<file path="config.mk">
export PLATFORM = sky130hd
export DESIGN_NAME = count_accumulator
export DESIGN_NICKNAME = d
export VERILOG_FILES = /design/src/rtl/count_accumulator.sv
export SDC_FILE = /design/constraint.sdc
export NUM_CORES = 1
export LEC_CHECK = 0
export CORE_ASPECT_RATIO = 0.9
export CORE_MARGIN = 2
export CORE_UTILIZATION = 40
export DETAILED_ROUTE_END_ITERATION = 10
export HOLD_SLACK_MARGIN = 0.08
export SYNTH_ARGS = -nofsm -noshare
export SYNTH_HDL_FRONTEND = slang
export SYNTH_SLANG_ARGS = --single-unit
</file>
<file path="constraint.sdc">
create_clock -name clk50 -period 3.2 [get_ports clk50]
set_clock_uncertainty 0.1 [all_clocks]
set_input_delay 0.64 -clock clk50 [delete_from_list [all_inputs] [get_ports clk50]]
set_output_delay 0.64 -clock clk50 [all_outputs]
set_load 0.03 [all_outputs]
</file>
<file path="src/rtl/count_accumulator.sv">
// Gated multi-channel pulse counter with a fixed-length collection window.
// Define CNT_SATURATE_EN to saturate counters at 2^CW-1 instead of wrapping.
module count_accumulator #(
    parameter int N_CH       = 53,
    parameter int CW         = 10,
    parameter int INT_CYCLES = 50000000
) (
    input  logic               clk50,
    input  logic               rst_n,
    input  logic               cnt_start,
    input  logic               cnt_clr,
    input  logic [N_CH-1:0]    det_in,
    output logic [N_CH*CW-1:0] counts,
    output logic               collect_done,
    output logic               busy
);

    typedef enum logic [1:0] {
        S_IDLE,
        S_COLLECT,
        S_DONE
    } state_e;

    localparam logic [25:0] LAST = 26'(INT_CYCLES - 1);

    state_e          state_q;
    logic [25:0]     timer_q;
    logic [N_CH-1:0] s1_q, s2_q, s3_q;
    logic [1:0]      warm_q;
    logic [N_CH-1:0] det_edge;
    logic [CW-1:0]   cnt_q [N_CH];
    logic [CW-1:0]   cnt_d [N_CH];

    // Edges are masked until the synchroniser has refilled after reset.
    always_ff @(posedge clk50 or negedge rst_n) begin
        if (!rst_n) begin
            s1_q   <= '0;
            s2_q   <= '0;
            s3_q   <= '0;
            warm_q <= '0;
        end else begin
            s1_q <= det_in;
            s2_q <= s1_q;
            s3_q <= s2_q;
            if (warm_q != 2'd3) begin
                warm_q <= warm_q + 2'd1;
            end
        end
    end

    assign det_edge = s2_q & ~s3_q & {N_CH{warm_q == 2'd3}};

    always_comb begin
        for (int i = 0; i < N_CH; i++) begin
            cnt_d[i] = cnt_q[i];
            if (det_edge[i]) begin
`ifdef CNT_SATURATE_EN
                if (cnt_q[i] != {CW{1'b1}}) begin
                    cnt_d[i] = cnt_q[i] + CW'(1);
                end
`else
                cnt_d[i] = cnt_q[i] + CW'(1);
`endif
            end
        end
    end

    always_ff @(posedge clk50 or negedge rst_n) begin
        if (!rst_n) begin
            state_q      <= S_IDLE;
            timer_q      <= '0;
            cnt_q        <= '{default: '0};
            collect_done <= 1'b0;
            busy         <= 1'b0;
        end else if (cnt_clr) begin
            state_q      <= S_IDLE;
            timer_q      <= '0;
            cnt_q        <= '{default: '0};
            collect_done <= 1'b0;
            busy         <= 1'b0;
        end else begin
            unique case (state_q)
                S_IDLE: begin
                    if (cnt_start) begin
                        state_q <= S_COLLECT;
                        timer_q <= '0;
                        busy    <= 1'b1;
                    end
                end
                S_COLLECT: begin
                    cnt_q   <= cnt_d;
                    timer_q <= timer_q + 26'd1;
                    if (timer_q == LAST) begin
                        state_q      <= S_DONE;
                        collect_done <= 1'b1;
                        busy         <= 1'b0;
                    end
                end
                S_DONE: begin
                    state_q <= S_DONE;
                end
                default: begin
                    state_q      <= S_IDLE;
                    collect_done <= 1'b0;
                    busy         <= 1'b0;
                end
            endcase
        end
    end

    always_comb begin
        counts = '0;
        for (int i = 0; i < N_CH; i++) begin
            counts[CW*i +: CW] = cnt_q[i];
        end
    end

endmodule

</file>
==> flow_summary_export.csv <==
group,metric,value,unit
worst_setup_path,start_kind,"flip-flop",
yosys,yosysSeqAreaShare,55.3,%
worst_setup_path,rr_worst_depth,6,
worst_setup_path,path_class,"reg2reg",
yosys,synthTopCellsByCount,"dfrtp_1 (721), nor2_1 (421), xor2_1 (252)",
die,ios,589,
timing,rsz0062_at_grt,"false",
timing,timing.final.max_slew_violations,0,
worst_setup_path,cp_max_fo,15,
timing,relSlewSlack,38.1,%
die,die-height,275,um
die,start_util,40.3,%
power_and_ir_drop,power.density,505,nW/um2
timing,setup_tns,0,ps
global_routing,grt_pass1_wl,137000,um
worst_setup_path,r2r-end,"timer_q[22]",
layout,nets,3724,
power_and_ir_drop,p_leak,17.6,nW
layout,drive_gt1_share,5.96,%
worst_setup_path,r2r-start,"state_q[0]",
global_routing,antenna_found_initial,7,
yosys,netlist_area,32600,um2
yosys,ys_ff_latch,721,
yosys,syn_nets,3151,
route,wl,86500,um
clocking,cts.clk_slew.worst_paths,60,ps
timing,setup_violations,0,
timing,postLayoutSetupSlackWorst,549,ps
clocking,clockRootBuffer,"clkbuf_16",
worst_hold_path,hp-start,"s1_q[24]",
yosys,avgSynthCellArea,10.7,um2
timing,fmax,377,MHz
die,die-area,83800,um2
place,portBuffers,588,
clocking,cts_buffers,78,
yosys,synth_largest_area_cell,"dfrtp_1",
clocking,cts_setup_buffers,0,
yosys,ys.flop_type,"dfrtp_1",
place,hpwl,61200,um
timing,min_period_over_period,82.8,%
global_routing,grt_max_degree,109,
yosys,yosysUniqueCellTypes,53,
worst_hold_path,hold_path_end,"s2_q[24]",
place,dp_worst_setup_slack,412,ps
die,core_region_area,80900,um2
yosys,syn_inst,3036,
route,wl_per_cell,18.3,um
global_routing,grt_overflow,0,
worst_setup_path,cp.required,3600,ps
power_and_ir_drop,finalPower,21.5,mW
worst_setup_path,endpoint_kind,"flip-flop",
route,ant_nets,0,
die,chipWidth,305,um
clocking,cts_tree,"built",
yosys,synth_edf_count,0,
clocking,clockBufferDepth,3,
timing,period_minus_slack,2650,ps
timing,worstMarginPinSlew,924,ps
worst_setup_path,cp-startpoint,"state_q[0]",
worst_hold_path,hold_depth,0,
route,drc,0,
status,status,"finished clean",
yosys,synth.most_common_cell,"dfrtp_1",
route,first_pass_iters,5,
global_routing,grtUsageTotal,20.3,%
timing,finalHoldViolCount,0,
yosys,postSynth.asyncResetShare,100,%
route,via_per_inst,5.20,
power_and_ir_drop,ir_drop,0.000362,V
yosys,synth_top_area_share,55.3,%
yosys,yosysWarnings,0,
die,fp-row-count,99,
run,maxCapViolCount,0,
clocking,cts_resized,0,
clocking,worstSkewPairLatency,620,ps
worst_setup_path,ff2ff_setup_slack,550,ps
layout,areaGrowthSynthToFinish,30.5,%
clocking,htree_num_levels,3,
route,first_iter_violations,1493,
place,globalplace.congestion,0.849,
clocking,cts_sinks,721,
layout,antenna_cells,0,
yosys,synth_area_leaders,"dfrtp_1 (55%), xor2_1 (6.8%), nor2_1 (4.8%)",
worst_setup_path,worstPathArrival,3050,ps
worst_hold_path,hold_path.class,"reg2reg",
route,vias,24626,
global_routing,grt_pass1_vias,23464,
==> worst max-delay path: stages (launching register included) <==
cell and delay (ps):
dfrtp_1 440, inv_1 140, ha_1 280, mux2_2 430, o211ai_1 760, o311ai_0 270, o41ai_1 100
==> placed cells by master (no fill, tap or decap), drive strengths merged, types with 3 or more instances in the layout <==
master,n
o41ai,8
or4,14
nor4,3
bufinv,11
mux2,3
a2111oi,5
and4,60
nand4,98
ha,58
and4b,53
xnor2,136
mux2i,23
nor3,61
and2,37
dfrtp,721
nor2,421
or3,91
nor4b,4
nand3,135
nand2,201
and3,68
o31ai,14
clkbuf,109
o21ai,95
a21oi,143
or2,3
or4b,6
clkinv,20
clkdlybuf4s50,586
buf,57
o2111ai,72
nand4b,33
a211oi,6
inv,30
o211ai,17
xor2,252
==> what timing repair did <==
item                                    in CTS  in global routing
hold buffers                                 1                  0
endpoints found under the setup margin       0                  0
hold endpoints to repair                    39                  0
==> layer usage <==
metal  up-vias  track usage, %  share of wire [%]
met1     12060            28.2                 45
met4        10            6.67                3.0
met3       147            4.89                5.7
li1      11884               -                  -
met5         -               0              0.079
met2       525            31.2                 46
==> where the power goes <==
group / switching [mW] / leakage (nW) / internal (mW)
Clock: 3.86 / 1.38 / 5.88
Sequential: 0.240 / 9.68 / 9.35
Combinational: 1.42 / 6.55 / 0.754
==> state kept, by name, summed over array words and instances, names as in the netlist <==
register / cells
warm_q: 2
collect_done: 1
counts: 530
state_q: 2
s2_q: 53
timer_q: 26
busy: 1
s1_q: 53
s3_q: 53
==> cells by family after synthesis <==
logic type | count (synthesis) | share of synthesized area [%]
AO/OA/AOI/OAI | 370 | 7.26
XOR/XNOR | 388 | 10.4
adder cells (fa/ha/maj) | 58 | 2.23
buffers and inverters | 177 | 2.59
flip-flops | 721 | 55.3
multiplexers | 26 | 0.810
AND/OR/NAND/NOR | 1296 | 21.4
==> area by class of cell <==
class	count	area [um2]
clock buffer	109	2260
clock inverter	37	533
fill	7234	38300
inverter	26	97.6
multi-input combinational	2138	13700
sequential	721	18000
tap	1060	1330
timing repair buffer	644	6560
==> worst max-delay path by stage <==
stage	end	slack (ps)	cells after the start
detailed placement	timer_q[22]	410	5
CTS	counts[102]	530	1
finish	timer_q[22]	550	6
global route	timer_q[22]	250	6
global placement	timer_q[22]	450	5
floorplan	counts[439]	1160	8
==> stage by stage <==
stage          utilization [%]  instance area (um2)  hold slack [ps]  std cells
3_3_place_gp              49.1                39800              232       4588
2_1_floorplan                -                32600              231       3036
6_report                  52.6                42600              237       4735
4_1_cts                   52.6                42600              237       4735
3_5_place_dp              49.1                39800              235       4588
5_1_grt                   52.6                42600              246       4735
No activity file was read; power rests on OpenSTA's default activity.
